### src/rtl/gg_my_ip_pkg.sv
// Shared types and constants for the gg_my_IP built-in self test.
// Latency: n/a (package only).
// Backpressure: n/a (package only).
//
// Contents: operand/result widths, BIST FSM state enum, expected-value
// pipeline record, LFSR tap mask, default seed and LFSR helper functions.
package gg_my_ip_pkg;

    localparam int A_W    = 8;
    localparam int SUM_W  = 9;
    localparam int PROD_W = 16;

    // Fibonacci LFSR x^16+x^14+x^13+x^11+1 shifting right: feedback is the
    // XOR of register bits 0, 2, 3 and 5, inserted at bit 15.
    localparam logic [15:0] LFSR_TAPS     = 16'h002D;
    localparam logic [15:0] LFSR_SEED_DEF = 16'hACE1;

    typedef enum logic [1:0] {
        IDLE  = 2'd0,
        RUN   = 2'd1,
        DRAIN = 2'd2,
        DONE  = 2'd3
    } bist_state_t;

    // One entry of the expected-result delay line.
    typedef struct packed {
        logic              vld;
        logic [SUM_W-1:0]  sum;
        logic [PROD_W-1:0] prod;
    } exp_t;

    // Operands travelling alongside the expected results (mismatch capture).
    typedef struct packed {
        logic [A_W-1:0] a;
        logic [A_W-1:0] b;
    } opd_t;

    function automatic logic [15:0] lfsr_step(input logic [15:0] q);
        return {^(q & LFSR_TAPS), q[15:1]};
    endfunction

    // An all-zero state would lock the LFSR, so zero seeds become 1.
    function automatic logic [15:0] lfsr_seed_fix(input logic [15:0] seed);
        return (seed == 16'h0000) ? 16'h0001 : seed;
    endfunction

endpackage

### src/rtl/gg_lfsr16.sv
// 16-bit Fibonacci LFSR with seed load and single-step advance.
// Latency: q updates on the clock edge after load/adv.
// Backpressure: none; holds its state whenever adv and load are low.
//
// Ports: clk, reset (sync, active high, loads seed), load (reload seed),
//        seed[15:0], adv (step once), q[15:0] current state.
// load together with adv loads the seed and steps past it in one edge, so
// the caller can consume the seed itself as the first value that cycle.
module gg_lfsr16
    import gg_my_ip_pkg::*;
(
    input  logic        clk,
    input  logic        reset,
    input  logic        load,
    input  logic [15:0] seed,
    input  logic        adv,
    output logic [15:0] q
);

    logic [15:0] seed_eff;

    assign seed_eff = lfsr_seed_fix(seed);

    always_ff @(posedge clk) begin
        if (reset) begin
            q <= seed_eff;
        end else if (load) begin
            q <= adv ? lfsr_step(seed_eff) : seed_eff;
        end else if (adv) begin
            q <= lfsr_step(q);
        end
    end

endmodule

### src/rtl/gg_my_ip_bist.sv
// Self-test for gg_my_IP: issues LFSR operand pairs, checks sum/prod, counts errors.
// Latency: first vector the cycle after start; done N_VECTORS+LATENCY+1 cycles after start.
// Backpressure: none; one vector per clock, start ignored while busy.
//
// Ports: clk, reset (sync, active high), start (pulse), a_o/b_o operands to
//        the IP, sum_i/prod_i IP results, busy (RUN/DRAIN), done (DONE),
//        pass (valid with done), vec_count (compares, wraps),
//        err_count (mismatches, saturating).
// Build option GG_BIST_ERR_CAPTURE_EN adds fail_a/fail_b/fail_sum/fail_prod,
// which hold the operands and IP results of the first mismatch of a run.
module gg_my_ip_bist
    import gg_my_ip_pkg::*;
#(
    parameter int          N_VECTORS = 19500,
    parameter int          LATENCY   = 1,
    parameter logic [15:0] LFSR_SEED = LFSR_SEED_DEF,
    parameter int          COUNT_W   = 17
) (
    input  logic               clk,
    input  logic               reset,
    input  logic               start,
    output logic [A_W-1:0]     a_o,
    output logic [A_W-1:0]     b_o,
    input  logic [SUM_W-1:0]   sum_i,
    input  logic [PROD_W-1:0]  prod_i,
    output logic               busy,
    output logic               done,
    output logic               pass,
    output logic [COUNT_W-1:0] vec_count,
    output logic [COUNT_W-1:0] err_count
`ifdef GG_BIST_ERR_CAPTURE_EN
    ,
    output logic [A_W-1:0]     fail_a,
    output logic [A_W-1:0]     fail_b,
    output logic [SUM_W-1:0]   fail_sum,
    output logic [PROD_W-1:0]  fail_prod
`endif
);

    localparam int ISS_W = $clog2(N_VECTORS + 1);
    localparam int DRN_W = (LATENCY < 1) ? 1 : $clog2(LATENCY + 1);

    bist_state_t      state_q;
    bist_state_t      state_d;
    logic             start_acc;
    logic             issue;
    logic             finish;
    logic [ISS_W-1:0] iss_cnt;
    logic [DRN_W-1:0] drn_cnt;
    logic [15:0]      lfsr_q;
    logic [15:0]      seed_eff;
    logic             a_vld;
    exp_t             exp_in;
    exp_t             chk;
    exp_t             dly_q [LATENCY];
    logic             mism;

    assign seed_eff = lfsr_seed_fix(LFSR_SEED);

    // ------------------------------------------------------------------
    // FSM
    // ------------------------------------------------------------------
    always_ff @(posedge clk) begin
        if (reset) begin
            state_q <= IDLE;
        end else begin
            state_q <= state_d;
        end
    end

    // DRAIN lasts LATENCY+1 cycles: LATENCY for the IP pipeline to deliver
    // the last result, plus one for that compare to land in the counters
    // before pass is sampled.
    always_comb begin
        state_d   = state_q;
        start_acc = 1'b0;
        issue     = 1'b0;
        finish    = 1'b0;
        case (state_q)
            IDLE, DONE: begin
                if (start) begin
                    state_d   = RUN;
                    start_acc = 1'b1;
                    issue     = 1'b1;
                end
            end
            RUN: begin
                if (iss_cnt == ISS_W'(N_VECTORS)) begin
                    state_d = DRAIN;
                end else begin
                    issue = 1'b1;
                end
            end
            DRAIN: begin
                if (drn_cnt == DRN_W'(LATENCY)) begin
                    state_d = DONE;
                    finish  = 1'b1;
                end
            end
            default: state_d = IDLE;
        endcase
    end

    assign busy = (state_q == RUN) || (state_q == DRAIN);
    assign done = (state_q == DONE);

    always_ff @(posedge clk) begin
        if (reset || start_acc) begin
            drn_cnt <= '0;
        end else if (state_q == DRAIN && !finish) begin
            drn_cnt <= drn_cnt + DRN_W'(1);
        end
    end

    // ------------------------------------------------------------------
    // Stimulus
    // ------------------------------------------------------------------
    gg_lfsr16 u_lfsr (
        .clk   (clk),
        .reset (reset),
        .load  (start_acc),
        .seed  (LFSR_SEED),
        .adv   (issue),
        .q     (lfsr_q)
    );

    // The start edge itself issues the seed as vector 0 (the LFSR steps past
    // it in the same edge), so operands follow start by exactly one cycle.
    always_ff @(posedge clk) begin
        if (reset) begin
            a_o     <= '0;
            b_o     <= '0;
            a_vld   <= 1'b0;
            iss_cnt <= '0;
        end else begin
            a_vld <= issue;
            if (issue) begin
                a_o     <= start_acc ? seed_eff[15:8] : lfsr_q[15:8];
                b_o     <= start_acc ? seed_eff[7:0]  : lfsr_q[7:0];
                iss_cnt <= start_acc ? ISS_W'(1) : iss_cnt + ISS_W'(1);
            end else begin
                a_o <= '0;
                b_o <= '0;
            end
        end
    end

    // ------------------------------------------------------------------
    // Expected values, aligned to the IP latency
    // ------------------------------------------------------------------
    always_comb begin
        exp_in      = '0;
        exp_in.vld  = a_vld;
        exp_in.sum  = SUM_W'(a_o) + SUM_W'(b_o);
        exp_in.prod = PROD_W'(a_o) * PROD_W'(b_o);
    end

    always_ff @(posedge clk) begin
        if (reset || start_acc) begin
            for (int i = 0; i < LATENCY; i++) begin
                dly_q[i] <= '0;
            end
        end else begin
            dly_q[0] <= exp_in;
            for (int i = 1; i < LATENCY; i++) begin
                dly_q[i] <= dly_q[i-1];
            end
        end
    end

    assign chk  = dly_q[LATENCY-1];
    assign mism = chk.vld && ((sum_i != chk.sum) || (prod_i != chk.prod));

    // ------------------------------------------------------------------
    // Counters and verdict
    // ------------------------------------------------------------------
    always_ff @(posedge clk) begin
        if (reset || start_acc) begin
            vec_count <= '0;
            err_count <= '0;
            pass      <= 1'b0;
        end else begin
            if (chk.vld) begin
                vec_count <= vec_count + COUNT_W'(1);
            end
            if (mism && (err_count != '1)) begin
                err_count <= err_count + COUNT_W'(1);
            end
            // Last compare landed the cycle before, so err_count is final.
            if (finish) begin
                pass <= (err_count == '0);
            end
        end
    end

`ifdef GG_BIST_ERR_CAPTURE_EN
    // ------------------------------------------------------------------
    // First-mismatch capture
    // ------------------------------------------------------------------
    opd_t opd_q [LATENCY];

    always_ff @(posedge clk) begin
        if (reset || start_acc) begin
            for (int i = 0; i < LATENCY; i++) begin
                opd_q[i] <= '0;
            end
        end else begin
            opd_q[0] <= '{a: a_o, b: b_o};
            for (int i = 1; i < LATENCY; i++) begin
                opd_q[i] <= opd_q[i-1];
            end
        end
    end

    // err_count is cleared on start, so zero means no mismatch yet this run.
    always_ff @(posedge clk) begin
        if (reset || start_acc) begin
            fail_a    <= '0;
            fail_b    <= '0;
            fail_sum  <= '0;
            fail_prod <= '0;
        end else if (mism && (err_count == '0)) begin
            fail_a    <= opd_q[LATENCY-1].a;
            fail_b    <= opd_q[LATENCY-1].b;
            fail_sum  <= sum_i;
            fail_prod <= prod_i;
        end
    end
`endif

endmodule
### config.mk
export PLATFORM = sky130hd
export DESIGN_NAME = gg_my_ip_bist
export DESIGN_NICKNAME = d
export VERILOG_FILES = /design/src/rtl/gg_my_ip_pkg.sv /design/src/rtl/gg_lfsr16.sv /design/src/rtl/gg_my_ip_bist.sv
export SDC_FILE = /design/constraint.sdc
export NUM_CORES = 1
export LEC_CHECK = 0
export ABC_CLOCK_PERIOD_IN_PS = 3910
export BUFFER_PORTS_ARGS = -buffer_cell sky130_fd_sc_hd__buf_4
export CAP_MARGIN = 10
export CELL_PAD_IN_SITES_DETAIL_PLACEMENT = 0
export CELL_PAD_IN_SITES_GLOBAL_PLACEMENT = 1
export CORE_MARGIN = 3
export CORE_UTILIZATION = 41
export CTS_CLUSTER_DIAMETER = 80
export DETAILED_ROUTE_END_ITERATION = 8
export GPL_ROUTABILITY_DRIVEN = 0
export PLACE_DENSITY_LB_ADDON = 0.25
export SYNTH_ARGS = -nofsm -noshare
export SYNTH_HDL_FRONTEND = slang
export SYNTH_SLANG_ARGS = --single-unit
### constraint.sdc
create_clock -name clk -period 3.91 [get_ports clk]
set_input_delay 0.5865 -clock clk [delete_from_list [all_inputs] [get_ports clk]]
set_output_delay 0.5865 -clock clk [all_outputs]
set_load 0.05 [all_outputs]
---- Yosys cells after proc, flatten, opt, wreduce, memory -nomap -nowiden ----
Memory sizes are Yosys's and may differ from the RTL's.
Index checks and enable logic that the tools add are counted.
operators by class
  add/subtract/negate cells ............... 5
  multipliers ............................. 1
  equality and inequality tests ........... 10
  multiplexer cells ....................... 21
  bitwise logic cells ..................... 1
  reductions and logical operators ........ 16
operator list
  kind                                                             number
  16-bit 2-to-1 mux                                                3
  17-bit by 1-bit adder with 17-bit output, second input constant  2
  26-bit 2-to-1 mux                                                1
  26-bit OR reduction                                              1
  17-bit logical NOT                                               1
  17-bit inequality test, second input constant                    1
  8-bit by 8-bit multiplier with 16-bit output                     1
  8-bit 2-to-1 mux                                                 2
  16-bit inequality test                                           1
  16-bit XOR reduction                                             1
  15-bit by 1-bit adder with 15-bit output, second input constant  1
  15-bit equality test, second input constant                      1
  15-bit 2-to-1 mux                                                1
  8-bit by 8-bit adder with 9-bit output                           1
  1-bit 2-to-1 mux                                                 9
  9-bit inequality test                                            1
  2-bit 2-to-1 mux                                                 3
  2-bit inequality test, second input constant                     3
  2-bit one-hot mux with 3 select lines                            1
  2-bit equality test, second input constant                       2
  2-bit OR reduction                                               2
  1-bit logical AND                                                3
  1-bit logical OR                                                 3
  3-bit AND reduction                                              1
  8 further kinds                                                  8
storage, ports and cells
  flip-flop bits (word level) ............. 86
  bits in writable memories ............... 26
  bits of input ports ..................... 28
  output and inout port bits .............. 53
  word-level logic and storage cells ...... 67
  memories ................................ 1
memories
  memory  words  width  read ports  clocked after Yosys merged registers in  wr ports  line                 source
  dly_q   1      26     1           0                                        1         gg_my_ip_bist.sv:55  exp_t dly_q [LATENCY];

---- Depth between registers and ports, before layout ----
Gate-level depths: netlist (run 1).
  depth in word-level cells ............... 7
  depth in mapped cells ................... 16
  gate-level depth less buffers ........... 16

---- Modules after synthesis ----
From an unflattened synthesis (run 1), not the netlist that was laid out.
unflattened totals
  cell total of the unflattened synthesis .. 827
  area, all modules ....................... 7490.9 um^2
modules (own cells, without submodules)
  module         instances  cells each  area an instance (um^2)  seq. area each (um^2)
  gg_my_ip_bist  1          728         6488.7                   1921.8
  gg_lfsr16      1          99          1002.2                   480.5

---- Worst setup path before layout (run 1) ----
No wires, ideal clock.
  path type ............................... register to register
  from .................................... register a_o[0]
  to ...................................... memory dly_q[0][15] in the netlist's numbering
  setup time .............................. 0.071 ns
  arrival ................................. 4.493 ns
  data required time ...................... 3.839 ns
  slack ................................... -0.654 ns
  stages on the path, launching flop included .. 16
  path buffers ............................ 0
  clock period less this slack ............ 4.564 ns
  cells stage by stage .................... dfxtp_1 > nand2_1 > fa_1 > fa_1 > inv_1 > fa_1 > inv_1 > fa_1 > inv_1 > ha_1 > o21a_1 > o31a_1 > o41ai_4 > o211ai_2 > or3_1 > a21oi_1
on the way
  word-level cells in the longest chain between the ends .. 2
RTL lines
  item                                          line                  source
  from (decl)                                   gg_my_ip_bist.sv:22   output logic [A_W-1:0] a_o,
  from (signal assigned)                        gg_my_ip_bist.sv:138  a_o <= start_acc ? seed_eff[15:8] : lfsr_q[15:8];
  8-bit by 8-bit multiplier with 16-bit output  gg_my_ip_bist.sv:155  exp_in.prod = PROD_W'(a_o) * PROD_W'(b_o);
  26-bit 2-to-1 mux (no source line)            n/a
  to (decl)                                     gg_my_ip_bist.sv:55
No other way between the ends.

---- Final worst setup path (run 1) ----
  from .................................... register a_o[3]
  to ...................................... memory dly_q[0][15] in the netlist's numbering
The elaborated chain is that of the path after synthesis.

==> impl_metrics.prom, run 1 <==
# TYPE chip_impl_metric gauge
chip_impl_info{name="run_status",value="complete, but fails checks"} 1
chip_impl_info{name="violations",value="negative setup slack"} 1
chip_impl_metric{name="critPathRequiredTime",unit="ns"} 4.19
chip_impl_metric{name="netlist_area",unit="um2"} 7000
chip_impl_info{name="unrepaired_setup_endpoints_after_global_routing",value="yes"} 1
chip_impl_metric{name="synth-seq-cells",unit=""} 112
chip_impl_metric{name="finalClockSkew",unit="ns"} 0.0104
chip_impl_metric{name="worstPathMaxFanout",unit=""} 8
chip_impl_metric{name="detailedRoute.firstPassIterationCount",unit=""} 4
chip_impl_metric{name="n_fill_cell",unit=""} 1563
chip_impl_metric{name="power.static_leakage",unit="nW"} 3.84
chip_impl_metric{name="grt_pass1_wl",unit="um"} 29000
chip_impl_metric{name="syn-mean-instance-area",unit="um2"} 9.05
chip_impl_info{name="ys_dominant_reg_cell",value="sky130_fd_sc_hd__dfxtp_1"} 1
chip_impl_metric{name="grt_antenna_before_repair",unit=""} 0
chip_impl_metric{name="worstMarginPinSlew",unit="ns"} 0.859
chip_impl_metric{name="cts_htree_levels",unit=""} 3
chip_impl_info{name="slowest_library_cell_on_the_worst_path",value="sky130_fd_sc_hd__fa_1"} 1
chip_impl_metric{name="asyncSetResetFlopFracSynth",unit="%"} 0
chip_impl_metric{name="maxSlewViolCount",unit=""} 0
chip_impl_metric{name="timing.final.crit_period",unit="ns"} 3.98
chip_impl_metric{name="critical_path_arrival",unit="ns"} 4.26
chip_impl_metric{name="total_switching_power",unit="W"} 0.00146
chip_impl_metric{name="timing_limited_maximum_frequency",unit="MHz"} 251
chip_impl_info{name="critical_hold_path_startpoint",value="u_lfsr.q[9]"} 1
chip_impl_metric{name="power.share.switching",unit="%"} 38.2
chip_impl_metric{name="first_iter_violations",unit=""} 268
chip_impl_info{name="worst_path_top_cell_family_by_delay",value="adder cells"} 1
chip_impl_metric{name="die_h",unit="um"} 137
chip_impl_metric{name="synthesis.nets",unit=""} 893
chip_impl_info{name="timing.critical_path.cells",value="ha_2, fa_2, fa_1, fa_1, inv_1, fa_1, inv_2, ha_4, o21a_1, o31a_1, o41ai_4, o211ai_2, or3_1, a21oi_2"} 1
chip_impl_metric{name="clk_pin_slew",unit="ns"} 0.07
chip_impl_metric{name="count_of_flip_flops_with_a_built_in_enable_after_synthesis",unit=""} 0
chip_impl_metric{name="final_hold_vio_count",unit=""} 0
chip_impl_metric{name="design_power_total",unit="W"} 0.00382
chip_impl_info{name="cts_tree",value="built"} 1
chip_impl_metric{name="drive_above_1_share",unit="%"} 25.9
chip_impl_metric{name="detailed_route_via_count",unit=""} 5785
chip_impl_metric{name="ioPinCount",unit=""} 81
chip_impl_metric{name="chipWidth",unit="um"} 137
chip_impl_metric{name="power.share.sequential",unit="%"} 37.8
chip_impl_info{name="worst_setup_path_startpoint",value="a_o[3]"} 1
chip_impl_metric{name="grt_max_degree",unit=""} 39
chip_impl_info{name="worst_setup_path_end_kind",value="flop"} 1
chip_impl_metric{name="first_global_vias",unit=""} 5864
chip_impl_metric{name="synth_cell_types",unit=""} 60
chip_impl_metric{name="finalCritPeriodShare",unit="%"} 102
chip_impl_info{name="criticalPathCategory",value="reg -> reg"} 1
chip_impl_metric{name="reg2reg_depth",unit=""} 14
chip_impl_metric{name="core_region",unit="um2"} 16600
chip_impl_metric{name="yosys_warnings",unit=""} 0
chip_impl_metric{name="hold-path-cell-count",unit=""} 2
chip_impl_metric{name="syn2layout_area_growth",unit="%"} 25.8
chip_impl_metric{name="max-clock-path-buffers",unit=""} 2
chip_impl_metric{name="io_buffers",unit=""} 80
chip_impl_metric{name="routed_wire_length_per_instance",unit="um"} 15.9
chip_impl_metric{name="hpwl",unit="um"} 13800
chip_impl_metric{name="fp.dieArea",unit="um2"} 18700
chip_impl_info{name="timing.hold.worst.class",value="reg -> reg"} 1
chip_impl_metric{name="vdd.ir_drop.worst",unit="uV"} 335
chip_impl_metric{name="fin_ws",unit="ns"} -0.0745
chip_impl_metric{name="worst_path_largest_cell_delay",unit="ns"} 0.54
chip_impl_metric{name="antennaDiodeCount",unit=""} 0
chip_impl_metric{name="cap_viol_max_count",unit=""} 0
chip_impl_metric{name="syn_inst",unit=""} 774
chip_impl_metric{name="cts_buffers",unit=""} 9
chip_impl_metric{name="ff2ff_setup_slack",unit="ns"} -0.07
chip_impl_metric{name="power_density",unit="nW/um2"} 434
chip_impl_metric{name="final_net_count",unit=""} 1022
chip_impl_metric{name="post-route-drc-count",unit=""} 0
chip_impl_info{name="regToRegStartpoint",value="a_o[3]"} 1
chip_impl_metric{name="path_buf_inv",unit=""} 2
chip_impl_info{name="most-common-layout-cells",value="sky130_fd_sc_hd__buf_4 (134), sky130_fd_sc_hd__dfxtp_1 (98), sky130_fd_sc_hd__nor2_1 (73)"} 1
chip_impl_info{name="critPathMostFrequentCell",value="sky130_fd_sc_hd__fa_1"} 1
chip_impl_info{name="layout.cells.most_common",value="sky130_fd_sc_hd__buf_4"} 1
chip_impl_metric{name="final-setup-viol-count",unit=""} 4
chip_impl_info{name="clock_tree.root_cell",value="sky130_fd_sc_hd__clkbuf_16"} 1
chip_impl_metric{name="power_frac_comb",unit="%"} 37.9
chip_impl_metric{name="clkSinkCount",unit=""} 112
chip_impl_metric{name="pre_cts_slack",unit="ns"} -0.186
chip_impl_metric{name="worst_slew_margin_rel",unit="%"} 42.6
chip_impl_info{name="timing.hold.worst_endpoint",value="u_lfsr.q[8]"} 1
chip_impl_metric{name="internal_power",unit="W"} 0.00236
chip_impl_metric{name="grtUsageTotal",unit="%"} 19.7
chip_impl_metric{name="insertion_delay",unit="ns"} 0.36
chip_impl_metric{name="placement_rows",unit=""} 47
chip_impl_info{name="terminus_of_the_critical_flop_to_flop_path",value="dly_q[0][15]"} 1
chip_impl_metric{name="post_drt_via_cell_ratio",unit=""} 5.13
chip_impl_info{name="startpoint_type",value="flop"} 1
chip_impl_metric{name="totalWireLength",unit="um"} 17900
chip_impl_metric{name="power.clock.fraction",unit="%"} 24.4
chip_impl_metric{name="globalRouteOverflowTotal",unit=""} 0
chip_impl_metric{name="antenna_violating_nets_left",unit=""} 0
chip_impl_metric{name="ys_seq_area_share",unit="%"} 32.0
chip_impl_metric{name="initial_standard_cell_utilization_of_the_core",unit="%"} 42.1
-- per-layer routing --
layer / wire length (um) / global-route usage, %
met1: 7940 / 24.4
met2: 9040 / 34.6
met3: 436 / 2.79
met4: 465 / 7.39
met5: 0 / 0
-- cell usage after synthesis, types with 17 or more instances --
cell,instances,area share (%)
sky130_fd_sc_hd__o21ai_0,30,2.1
sky130_fd_sc_hd__and2_1,49,4.4
sky130_fd_sc_hd__fa_1,37,11
sky130_fd_sc_hd__xor2_1,20,2.5
sky130_fd_sc_hd__nor2_1,73,3.9
sky130_fd_sc_hd__dfxtp_1,112,32
sky130_fd_sc_hd__xnor2_1,48,6.0
sky130_fd_sc_hd__nand4_1,17,1.5
sky130_fd_sc_hd__nand2_1,41,2.2
sky130_fd_sc_hd__nand3_1,24,1.7
sky130_fd_sc_hd__a21oi_1,32,2.3
sky130_fd_sc_hd__and3_1,18,1.6
sky130_fd_sc_hd__ha_1,54,9.6
sky130_fd_sc_hd__inv_1,75,4.0
-- flip-flops by register name (all words and copies together) (netlist names) --
register,flops
drn_cnt,1
a_o,8
a_vld,1
state_q,2
dly_q,26
vec_count,17
iss_cnt,15
u_lfsr.q,16
pass,1
b_o,8
err_count,17
-- area by class of cell --
class                           instances  area (um2)  share of cell area [%]
Sequential cell                       112        2290                    26.0
Clock buffer                           13         270                    3.07
Tap cell                              220         275                    3.12
Clock inverter                          3        22.5                   0.256
Inverter                               75         282                    3.19
Timing Repair Buffer                  139        1060                    12.1
Multi-Input combinational cell        566        4610                    52.3
-- cell families (layout without fill, tap and decap cells) --
logic type / after synthesis / after routing / share of synthesized area (%)
and+or+nand+nor: 287 / 287 / 22.2
AOI/OAI and AO/OA: 113 / 113 / 10.7
DFF: 112 / 112 / 32.0
buffers and inverters: 96 / 230 / 5.41
adders and majority gates: 91 / 91 / 20.2
xor gates and xnor gates: 68 / 68 / 8.50
muxes: 7 / 7 / 1.00
-- power groups by stage --
| stage | Sequential [W] | Combinational, W | Clock, W |
|---|---|---|---|
| floorplan | 0.00155 | 0.000835 | 0 |
| global placement | 0.00146 | 0.00138 | 0 |
| detailed placement | 0.00147 | 0.00139 | 0 |
| CTS | 0.00144 | 0.00143 | 0.000953 |
| global route | 0.00147 | 0.00160 | 0.000993 |
| finish | 0.00144 | 0.00145 | 0.000932 |
-- how the worst max path moves through the flow --
stage	end	cells after the start
3_3_place_gp	dly_q[0][15]	15
6_report	dly_q[0][15]	14
2_1_floorplan	dly_q[0][15]	15
5_1_grt	dly_q[0][15]	14
3_5_place_dp	dly_q[0][15]	14
4_1_cts	dly_q[0][15]	14
-- per-stage QoR --
step / hold slack (ns) / area (um2) / util, % / std cells / TNS [ns]
6_report: 0.479 / 8810 / 53.0 / 1128 / -0.205
4_1_cts: 0.477 / 8700 / 52.3 / 1121 / -0.205
3_3_place_gp: 0.451 / 8320 / 50.0 / 1100 / -0.411
3_5_place_dp: 0.463 / 8320 / 50.0 / 1100 / -0.632
5_1_grt: 0.512 / 8810 / 53.0 / 1128 / -1.17
2_1_floorplan: 0.437 / 7180 / - / 774 / -0.117
-- timing repair --
item | CTS | global route
hold buffers | 0 | 0
endpoints found under the setup margin | 6 | 7
endpoints found under the hold margin | 0 | 0
setup buffers | 5 | 8
gates resized for setup | 15 | 17
pin swaps | 16 | 10
gates cloned | 0 | 0
-- worst min-delay path: stages, from the launching register on --
cell	delay [ns]
sky130_fd_sc_hd__dfxtp_1	0.32
sky130_fd_sc_hd__nand2_1	0.06
sky130_fd_sc_hd__a21oi_1	0.05
Power figures use the tool's default switching activity.
==> inputs of run 2 (changes only) <==
RECOVER_POWER = 50   (was unset)
==> run 2 against run 1 <==
Compared with the run above:
- the run still ends with negative setup slack left
- sequential power hardly changed
- critical path type unchanged
- clock power hardly changed
- global-route usage stayed put
==> impl_metrics.prom, run 2 (synthesized netlist as in run 1, its figures left out) <==
# TYPE chip_impl_metric gauge
chip_impl_info{name="run_status",value="complete, but fails checks"} 1
chip_impl_info{name="violations",value="negative setup slack"} 1
chip_impl_info{name="reg_top3",value="dly_q x26, err_count x17, vec_count x17"} 1
chip_impl_info{name="most-common-layout-cells",value="sky130_fd_sc_hd__dfxtp_1 (98), sky130_fd_sc_hd__buf_4 (94), sky130_fd_sc_hd__nor2_1 (73)"} 1
chip_impl_metric{name="totalWireLength",unit="um"} 17800
chip_impl_metric{name="fin_worst_hold_slack",unit="ns"} 0.478
chip_impl_info{name="criticalPathCategory",value="reg -> reg"} 1
chip_impl_metric{name="timing.final.crit_period",unit="ns"} 3.99
chip_impl_metric{name="vdd.ir_drop.worst",unit="uV"} 333
chip_impl_metric{name="critical_path_arrival",unit="ns"} 4.27
chip_impl_metric{name="power.clock.fraction",unit="%"} 24.4
chip_impl_metric{name="grt_util_met1",unit="%"} 24.4
chip_impl_metric{name="cap_viol_max_count",unit=""} 0
chip_impl_info{name="slowest_library_cell_on_the_worst_path",value="sky130_fd_sc_hd__fa_1"} 1
chip_impl_metric{name="fp.dieArea",unit="um2"} 18700
chip_impl_metric{name="grtUsageTotal",unit="%"} 19.7
chip_impl_info{name="regToRegStartpoint",value="a_o[3]"} 1
chip_impl_metric{name="grt_use_met2",unit="%"} 34.6
chip_impl_metric{name="power.share.sequential",unit="%"} 38.0
chip_impl_metric{name="first_iter_violations",unit=""} 283
chip_impl_metric{name="cts_htree_levels",unit=""} 3
chip_impl_metric{name="finalCoreUtilization",unit="%"} 52.1
chip_impl_info{name="critPathMostFrequentCell",value="sky130_fd_sc_hd__fa_1"} 1
chip_impl_metric{name="worstMarginPinSlew",unit="ns"} 0.871
chip_impl_metric{name="largest_reg_flops",unit=""} 26
chip_impl_metric{name="fin_ws",unit="ns"} -0.0791
chip_impl_metric{name="core_region",unit="um2"} 16600
chip_impl_metric{name="power_density",unit="nW/um2"} 439
chip_impl_metric{name="antenna_violating_nets_left",unit=""} 0
chip_impl_metric{name="clk_pin_slew",unit="ns"} 0.07
chip_impl_metric{name="initial_standard_cell_utilization_of_the_core",unit="%"} 42.1
chip_impl_metric{name="power.share.switching",unit="%"} 38.3
chip_impl_metric{name="final_area",unit="um2"} 8660
chip_impl_metric{name="hpwl",unit="um"} 13800
chip_impl_metric{name="critPathRequiredTime",unit="ns"} 4.19
chip_impl_info{name="cts_tree",value="built"} 1
chip_impl_info{name="timing.hold.worst.class",value="reg -> reg"} 1
chip_impl_metric{name="finalClockSkew",unit="ns"} 0.00803
chip_impl_metric{name="reg2reg_depth",unit=""} 14
chip_impl_metric{name="worstPathMaxFanout",unit=""} 8
chip_impl_info{name="worst_path_top_cell_family_by_delay",value="adder cells"} 1
chip_impl_metric{name="worst_slew_margin_rel",unit="%"} 41.9
chip_impl_metric{name="final-setup-viol-count",unit=""} 4
chip_impl_metric{name="worst_path_largest_cell_delay",unit="ns"} 0.54
chip_impl_metric{name="finalCritPeriodShare",unit="%"} 102
chip_impl_metric{name="pre_cts_slack",unit="ns"} -0.186
chip_impl_metric{name="post-route-drc-count",unit=""} 0
chip_impl_metric{name="detailedRoute.firstPassIterationCount",unit=""} 4
chip_impl_metric{name="max-clock-path-buffers",unit=""} 2
chip_impl_info{name="worst_setup_path_end_kind",value="flop"} 1
chip_impl_info{name="registers.top_by_ff_count",value="dly_q"} 1
chip_impl_metric{name="syn2layout_area_growth",unit="%"} 23.7
chip_impl_metric{name="holdBufCountCts",unit=""} 0
chip_impl_info{name="timing.critical_path.cells",value="ha_2, fa_2, fa_1, fa_1, inv_1, fa_1, inv_2, ha_4, o21a_1, o31a_1, o41ai_4, o211ai_2, or3_1, a21oi_2"} 1
chip_impl_info{name="startpoint_type",value="flop"} 1
chip_impl_metric{name="placement.cell_area",unit="um2"} 8320
chip_impl_metric{name="path_buf_inv",unit=""} 2
chip_impl_metric{name="io_buffers",unit=""} 80
chip_impl_metric{name="power_frac_comb",unit="%"} 37.5
chip_impl_metric{name="clkSinkCount",unit=""} 112
chip_impl_metric{name="globalRouteOverflowTotal",unit=""} 0
chip_impl_metric{name="routed_wire_length_per_instance",unit="um"} 15.8
chip_impl_metric{name="ioPinCount",unit=""} 81
chip_impl_info{name="critical_hold_path_startpoint",value="u_lfsr.q[9]"} 1
chip_impl_metric{name="total_switching_power",unit="W"} 0.00146
chip_impl_metric{name="antennaDiodeCount",unit=""} 0
chip_impl_metric{name="placement_rows",unit=""} 47
chip_impl_metric{name="chipWidth",unit="um"} 137
chip_impl_metric{name="insertion_delay",unit="ns"} 0.36
chip_impl_metric{name="ff2ff_setup_slack",unit="ns"} -0.08
chip_impl_metric{name="drive_above_1_share",unit="%"} 21.5
chip_impl_metric{name="grt_pass1_wl",unit="um"} 29000
chip_impl_info{name="layout.cells.most_common",value="sky130_fd_sc_hd__dfxtp_1"} 1
chip_impl_info{name="gr-max-usage-layer",value="met2"} 1
chip_impl_metric{name="final_hold_vio_count",unit=""} 0
chip_impl_metric{name="first_global_vias",unit=""} 5864
chip_impl_metric{name="hold-path-cell-count",unit=""} 2
chip_impl_metric{name="cts_buffers",unit=""} 9
chip_impl_metric{name="post_drt_via_cell_ratio",unit=""} 5.12
chip_impl_metric{name="n_fill_cell",unit=""} 1600
chip_impl_info{name="timing.hold.worst_endpoint",value="u_lfsr.q[8]"} 1
chip_impl_metric{name="power.static_leakage",unit="nW"} 3.67
chip_impl_metric{name="internal_power",unit="W"} 0.00234
chip_impl_metric{name="timing_limited_maximum_frequency",unit="MHz"} 251
chip_impl_metric{name="final_net_count",unit=""} 1022
chip_impl_info{name="unrepaired_setup_endpoints_after_global_routing",value="yes"} 1
chip_impl_metric{name="die_h",unit="um"} 137
chip_impl_metric{name="grt_max_degree",unit=""} 39
chip_impl_metric{name="maxSlewViolCount",unit=""} 0
chip_impl_info{name="clock_tree.root_cell",value="sky130_fd_sc_hd__clkbuf_16"} 1
chip_impl_info{name="terminus_of_the_critical_flop_to_flop_path",value="dly_q[0][15]"} 1
chip_impl_metric{name="groute.layer.met3.usage",unit="%"} 2.79
chip_impl_metric{name="detailed_route_via_count",unit=""} 5778
chip_impl_metric{name="grt_antenna_before_repair",unit=""} 0
chip_impl_metric{name="design_power_total",unit="W"} 0.00380
## run 2: worst max path at each step
stage,from,end,slack (ns),depth (start not counted)
finish,a_o[3],dly_q[0][15],-0.08,14
global route,b_o[2],dly_q[0][15],-0.26,14
CTS,a_o[2],dly_q[0][15],-0.09,14
detailed placement,b_o[4],dly_q[0][15],-0.19,14
global placement,a_o[2],dly_q[0][15],-0.15,15
floorplan,b_o[5],dly_q[0][15],-0.11,15
## run 2: stage by stage
step	setup TNS, ns	instances
2_1_floorplan	-0.117	774
3_3_place_gp	-0.411	1100
3_5_place_dp	-0.632	1100
4_1_cts	-0.205	1121
5_1_grt	-1.16	1128
6_report	-0.207	1128
## run 2: worst reg2reg max path, cell delays in order (launching register included)
cell                       delay (ns)
sky130_fd_sc_hd__dfxtp_4         0.39
sky130_fd_sc_hd__ha_2            0.21
sky130_fd_sc_hd__fa_2            0.36
sky130_fd_sc_hd__fa_1            0.49
sky130_fd_sc_hd__fa_1            0.54
sky130_fd_sc_hd__inv_1           0.05
sky130_fd_sc_hd__fa_1            0.49
sky130_fd_sc_hd__inv_2           0.05
sky130_fd_sc_hd__ha_4            0.21
sky130_fd_sc_hd__o21a_1          0.10
sky130_fd_sc_hd__o31a_1          0.14
sky130_fd_sc_hd__o41ai_4         0.28
sky130_fd_sc_hd__o211ai_2        0.11
sky130_fd_sc_hd__or3_1           0.39
sky130_fd_sc_hd__a21oi_2         0.11
## run 2: cell type report
type	instances	area, um2	share of cell area (%)
well taps	220	275	3.18
inverters	75	282	3.25
clock inverters	3	22.5	0.260
flip-flops and latches	112	2290	26.5
clock buffers	13	270	3.12
multi-input cells	566	4610	53.2
repair buffers	139	912	10.5
## run 2: power groups by stage
stage	Sequential (W)	Clock (W)	Combinational [W]
4_1_cts	0.00144	0.000953	0.00143
3_3_place_gp	0.00146	0	0.00138
3_5_place_dp	0.00147	0	0.00139
5_1_grt	0.00147	0.000993	0.00158
2_1_floorplan	0.00155	0	0.000835
6_report	0.00145	0.000929	0.00143
## run 2: routing by layer
| metal | vias to the layer above | routed length, um |
|---|---|---|
| li1 | 2855 | - |
| met5 | - | 0 |
| met4 | 0 | 466 |
| met2 | 101 | 9010 |
| met3 | 31 | 480 |
| met1 | 2791 | 7890 |
## run 2: repair_timing
action / in CTS / in global routing
setup buffers: 5 / 8
setup endpoints to repair: 6 / 7
resized for setup: 15 / 17
pin swaps: 16 / 10
==> inputs of run 3 (changes only) <==
ABC_CLOCK_PERIOD_IN_PS = 3700   (was 3910)
clock period = 3.7 ns   (was 3.91 ns; I/O delays follow)
==> run 3 against run 2 <==
Compared with the run above:
- the run still ends with negative setup slack left
- routed wire length shrank 0.63%
- global-route usage grew 0.36 points
- sequential share of layout area is essentially flat
- total power grew 6.4%
- sequential cell count is the same
- fmax is essentially flat
- count of clock-buffer cells in the layout shrank 2
- largest cell class unchanged
==> impl_metrics.prom, run 3 (synthesized netlist as in run 1, its figures left out) <==
# TYPE chip_impl_metric gauge
chip_impl_info{name="run_status",value="complete, but fails checks"} 1
chip_impl_metric{name="post_drt_via_cell_ratio",unit=""} 5.11
chip_impl_metric{name="drive_above_1_share",unit="%"} 21.2
chip_impl_info{name="slowest_library_cell_on_the_worst_path",value="sky130_fd_sc_hd__fa_1"} 1
chip_impl_metric{name="power.clock.fraction",unit="%"} 25.0
chip_impl_metric{name="syn2layout_area_growth",unit="%"} 23.9
chip_impl_metric{name="hold-path-cell-count",unit=""} 1
chip_impl_metric{name="final_net_count",unit=""} 1023
chip_impl_metric{name="vdd.ir_drop.worst",unit="uV"} 430
chip_impl_metric{name="regArea",unit="um2"} 2290
chip_impl_metric{name="worstMarginPinSlew",unit="ns"} 0.910
chip_impl_info{name="critPathMostFrequentCell",value="sky130_fd_sc_hd__fa_1"} 1
chip_impl_metric{name="placed_cells",unit=""} 1108
chip_impl_info{name="registers.top_by_ff_count",value="dly_q"} 1
chip_impl_metric{name="grt_antenna_before_repair",unit=""} 0
chip_impl_metric{name="max-clock-path-buffers",unit=""} 2
chip_impl_info{name="worst_setup_path_end_kind",value="flop"} 1
chip_impl_metric{name="grtUsageTotal",unit="%"} 20.0
chip_impl_metric{name="routed_wire_length_per_instance",unit="um"} 15.7
chip_impl_metric{name="worstPathMaxFanout",unit=""} 6
chip_impl_metric{name="maxSlewViolCount",unit=""} 0
chip_impl_metric{name="n_fill_cell",unit=""} 1575
chip_impl_metric{name="reg2reg_depth",unit=""} 15
chip_impl_metric{name="critical_path_arrival",unit="ns"} 4.29
chip_impl_info{name="unrepaired_setup_endpoints_after_global_routing",value="yes"} 1
chip_impl_info{name="worst_path_top_cell_family_by_delay",value="adder cells"} 1
chip_impl_metric{name="timing_limited_maximum_frequency",unit="MHz"} 251
chip_impl_metric{name="cts_htree_levels",unit=""} 3
chip_impl_info{name="critical_hold_path_startpoint",value="a_vld"} 1
chip_impl_metric{name="antennaDiodeCount",unit=""} 0
chip_impl_metric{name="power.static_leakage",unit="nW"} 3.65
chip_impl_info{name="timing.hold.worst.class",value="reg -> reg"} 1
chip_impl_info{name="regToRegStartpoint",value="b_o[5]"} 1
chip_impl_metric{name="cap_viol_max_count",unit=""} 0
chip_impl_metric{name="clkSinkCount",unit=""} 112
chip_impl_metric{name="die_h",unit="um"} 137
chip_impl_metric{name="ff2ff_setup_slack",unit="ns"} -0.29
chip_impl_metric{name="finalCoreUtilization",unit="%"} 52.1
chip_impl_metric{name="fin_ws",unit="ns"} -0.290
chip_impl_metric{name="layout.cells.non_filler",unit=""} 1129
chip_impl_metric{name="clk_pin_slew",unit="ns"} 0.08
chip_impl_info{name="violations",value="negative setup slack"} 1
chip_impl_metric{name="globalRouteOverflowTotal",unit=""} 0
chip_impl_info{name="criticalPathCategory",value="reg -> reg"} 1
chip_impl_metric{name="timing.final.crit_period",unit="ns"} 3.99
chip_impl_metric{name="chipWidth",unit="um"} 137
chip_impl_metric{name="final_hold_vio_count",unit=""} 0
chip_impl_metric{name="fp.dieArea",unit="um2"} 18700
chip_impl_metric{name="io_buffers",unit=""} 80
chip_impl_metric{name="final-setup-viol-count",unit=""} 7
chip_impl_info{name="cts_tree",value="built"} 1
chip_impl_metric{name="detailedRoute.firstPassIterationCount",unit=""} 4
chip_impl_metric{name="pre_cts_slack",unit="ns"} -0.403
chip_impl_metric{name="largest_reg_flops",unit=""} 26
chip_impl_info{name="reg_top3",value="dly_q x26, err_count x17, vec_count x17"} 1
chip_impl_info{name="layout.cells.most_common",value="sky130_fd_sc_hd__dfxtp_1"} 1
chip_impl_metric{name="ioPinCount",unit=""} 81
chip_impl_metric{name="timing.setup.tns",unit="ns"} -1.13
chip_impl_metric{name="core_region",unit="um2"} 16600
chip_impl_metric{name="placement_rows",unit=""} 47
chip_impl_info{name="clock_tree.root_cell",value="sky130_fd_sc_hd__clkbuf_16"} 1
chip_impl_metric{name="holdBufCountCts",unit=""} 0
chip_impl_metric{name="finalClockSkew",unit="ns"} 0.00925
chip_impl_metric{name="antenna_violating_nets_left",unit=""} 0
chip_impl_metric{name="finalCritPeriodShare",unit="%"} 108
chip_impl_metric{name="power_frac_comb",unit="%"} 37.3
chip_impl_metric{name="grt_max_degree",unit=""} 24
chip_impl_metric{name="insertion_delay",unit="ns"} 0.36
chip_impl_metric{name="path_buf_inv",unit=""} 3
chip_impl_metric{name="post-route-drc-count",unit=""} 0
chip_impl_metric{name="initial_standard_cell_utilization_of_the_core",unit="%"} 42.1
chip_impl_info{name="timing.critical_path.cells",value="nand2_4, fa_1, fa_1, inv_2, fa_1, inv_1, fa_1, inv_2, ha_4, o21a_1, o31a_1, o41ai_4, o211ai_2, or3_1, a21oi_2"} 1
chip_impl_info{name="timing.hold.worst_endpoint",value="dly_q[0][25]"} 1
chip_impl_metric{name="first_global_vias",unit=""} 5962
chip_impl_metric{name="grt_pass1_wl",unit="um"} 29600
chip_impl_metric{name="power.share.switching",unit="%"} 38.7
chip_impl_metric{name="total_switching_power",unit="W"} 0.00157
chip_impl_metric{name="worst_slew_margin_rel",unit="%"} 39.3
chip_impl_metric{name="multiInputGateArea",unit="um2"} 4610
chip_impl_metric{name="power_density",unit="nW/um2"} 466
chip_impl_metric{name="critPathRequiredTime",unit="ns"} 4.00
chip_impl_metric{name="internal_power",unit="W"} 0.00248
chip_impl_metric{name="hpwl",unit="um"} 13800
chip_impl_metric{name="power.share.sequential",unit="%"} 37.7
chip_impl_metric{name="totalWireLength",unit="um"} 17700
chip_impl_metric{name="cts_buffers",unit=""} 9
chip_impl_metric{name="detailed_route_via_count",unit=""} 5771
chip_impl_info{name="startpoint_type",value="flop"} 1
chip_impl_info{name="most-common-layout-cells",value="sky130_fd_sc_hd__dfxtp_1 (98), sky130_fd_sc_hd__buf_4 (89), sky130_fd_sc_hd__nor2_1 (73)"} 1
chip_impl_metric{name="worst_path_largest_cell_delay",unit="ns"} 0.54
chip_impl_metric{name="first_iter_violations",unit=""} 332
chip_impl_info{name="terminus_of_the_critical_flop_to_flop_path",value="dly_q[0][15]"} 1
run 3: changes by cell type in the layout (fill, tap and decap cells not counted), moves of 2 or more:
cell and change:
sky130_fd_sc_hd__and2_1 +3, sky130_fd_sc_hd__and2_4 -3, sky130_fd_sc_hd__buf_4 -5, sky130_fd_sc_hd__clkbuf_1 +3, sky130_fd_sc_hd__clkbuf_8 -2, sky130_fd_sc_hd__inv_1 -3, sky130_fd_sc_hd__inv_2 +3, sky130_fd_sc_hd__inv_6 +2
run 3: layout make-up:
| cell class | instances | area share [%] |
|---|---|---|
| Multi-Input combinational cell | 566 | 53.1 |
| Sequential cell | 112 | 26.4 |
| Timing Repair Buffer | 140 | 10.4 |
| Inverter | 75 | 3.24 |
| Tap cell | 220 | 3.17 |
| Clock buffer | 11 | 3.04 |
| Clock inverter | 5 | 0.534 |
run 3: repair_timing:
| item | in CTS | in global routing |
|---|---|---|
| setup endpoints to repair | 9 | 9 |
| gates resized for setup | 23 | 14 |
| setup buffers | 5 | 3 |
| pin swaps | 17 | 13 |
run 3: worst max path at each step:
stage	from	cells after the start	slack [ns]	to
after floorplan	b_o[5]	15	-0.32	dly_q[0][15]
after global placement	a_o[2]	15	-0.34	dly_q[0][15]
after detailed placement	a_o[2]	14	-0.40	dly_q[0][15]
after CTS	a_o[2]	15	-0.33	dly_q[0][15]
after global routing	b_o[4]	15	-0.44	dly_q[0][15]
final	b_o[5]	15	-0.29	dly_q[0][15]
run 3: routing by layer:
metal,vias up,track usage (%),part of all wire (%)
li1,2867,-,-
met1,2763,25.7,44
met2,116,34.7,50
met3,25,3.20,3.4
met4,0,5.94,1.8
met5,-,0,0
run 3: power groups by stage:
stage	Combinational [W]	Clock, W	Sequential [W]
2_1_floorplan	0.000882	0	0.00164
3_3_place_gp	0.00146	0	0.00154
3_5_place_dp	0.00149	0	0.00155
4_1_cts	0.00153	0.00104	0.00152
5_1_grt	0.00166	0.00109	0.00155
6_report	0.00151	0.00101	0.00152
run 3: worst reg2reg max path: stages, from the launching register on:
cell	delay, ns
sky130_fd_sc_hd__dfxtp_4	0.39
sky130_fd_sc_hd__nand2_4	0.06
sky130_fd_sc_hd__fa_1	0.50
sky130_fd_sc_hd__fa_1	0.54
sky130_fd_sc_hd__inv_2	0.04
sky130_fd_sc_hd__fa_1	0.48
sky130_fd_sc_hd__inv_1	0.05
sky130_fd_sc_hd__fa_1	0.49
sky130_fd_sc_hd__inv_2	0.05
sky130_fd_sc_hd__ha_4	0.21
sky130_fd_sc_hd__o21a_1	0.10
sky130_fd_sc_hd__o31a_1	0.14
sky130_fd_sc_hd__o41ai_4	0.29
sky130_fd_sc_hd__o211ai_2	0.11
sky130_fd_sc_hd__or3_1	0.38
sky130_fd_sc_hd__a21oi_2	0.11
run 3: stage by stage:
stage	total power (W)	hold WS [ns]	instance area (um2)
after global placement	0.00300	0.450	8380
after CTS	0.00409	0.458	8800
after detailed placement	0.00304	0.444	8380
final	0.00404	0.458	8680
after global routing	0.00430	0.469	8680
after floorplan	0.00252	0.437	7180
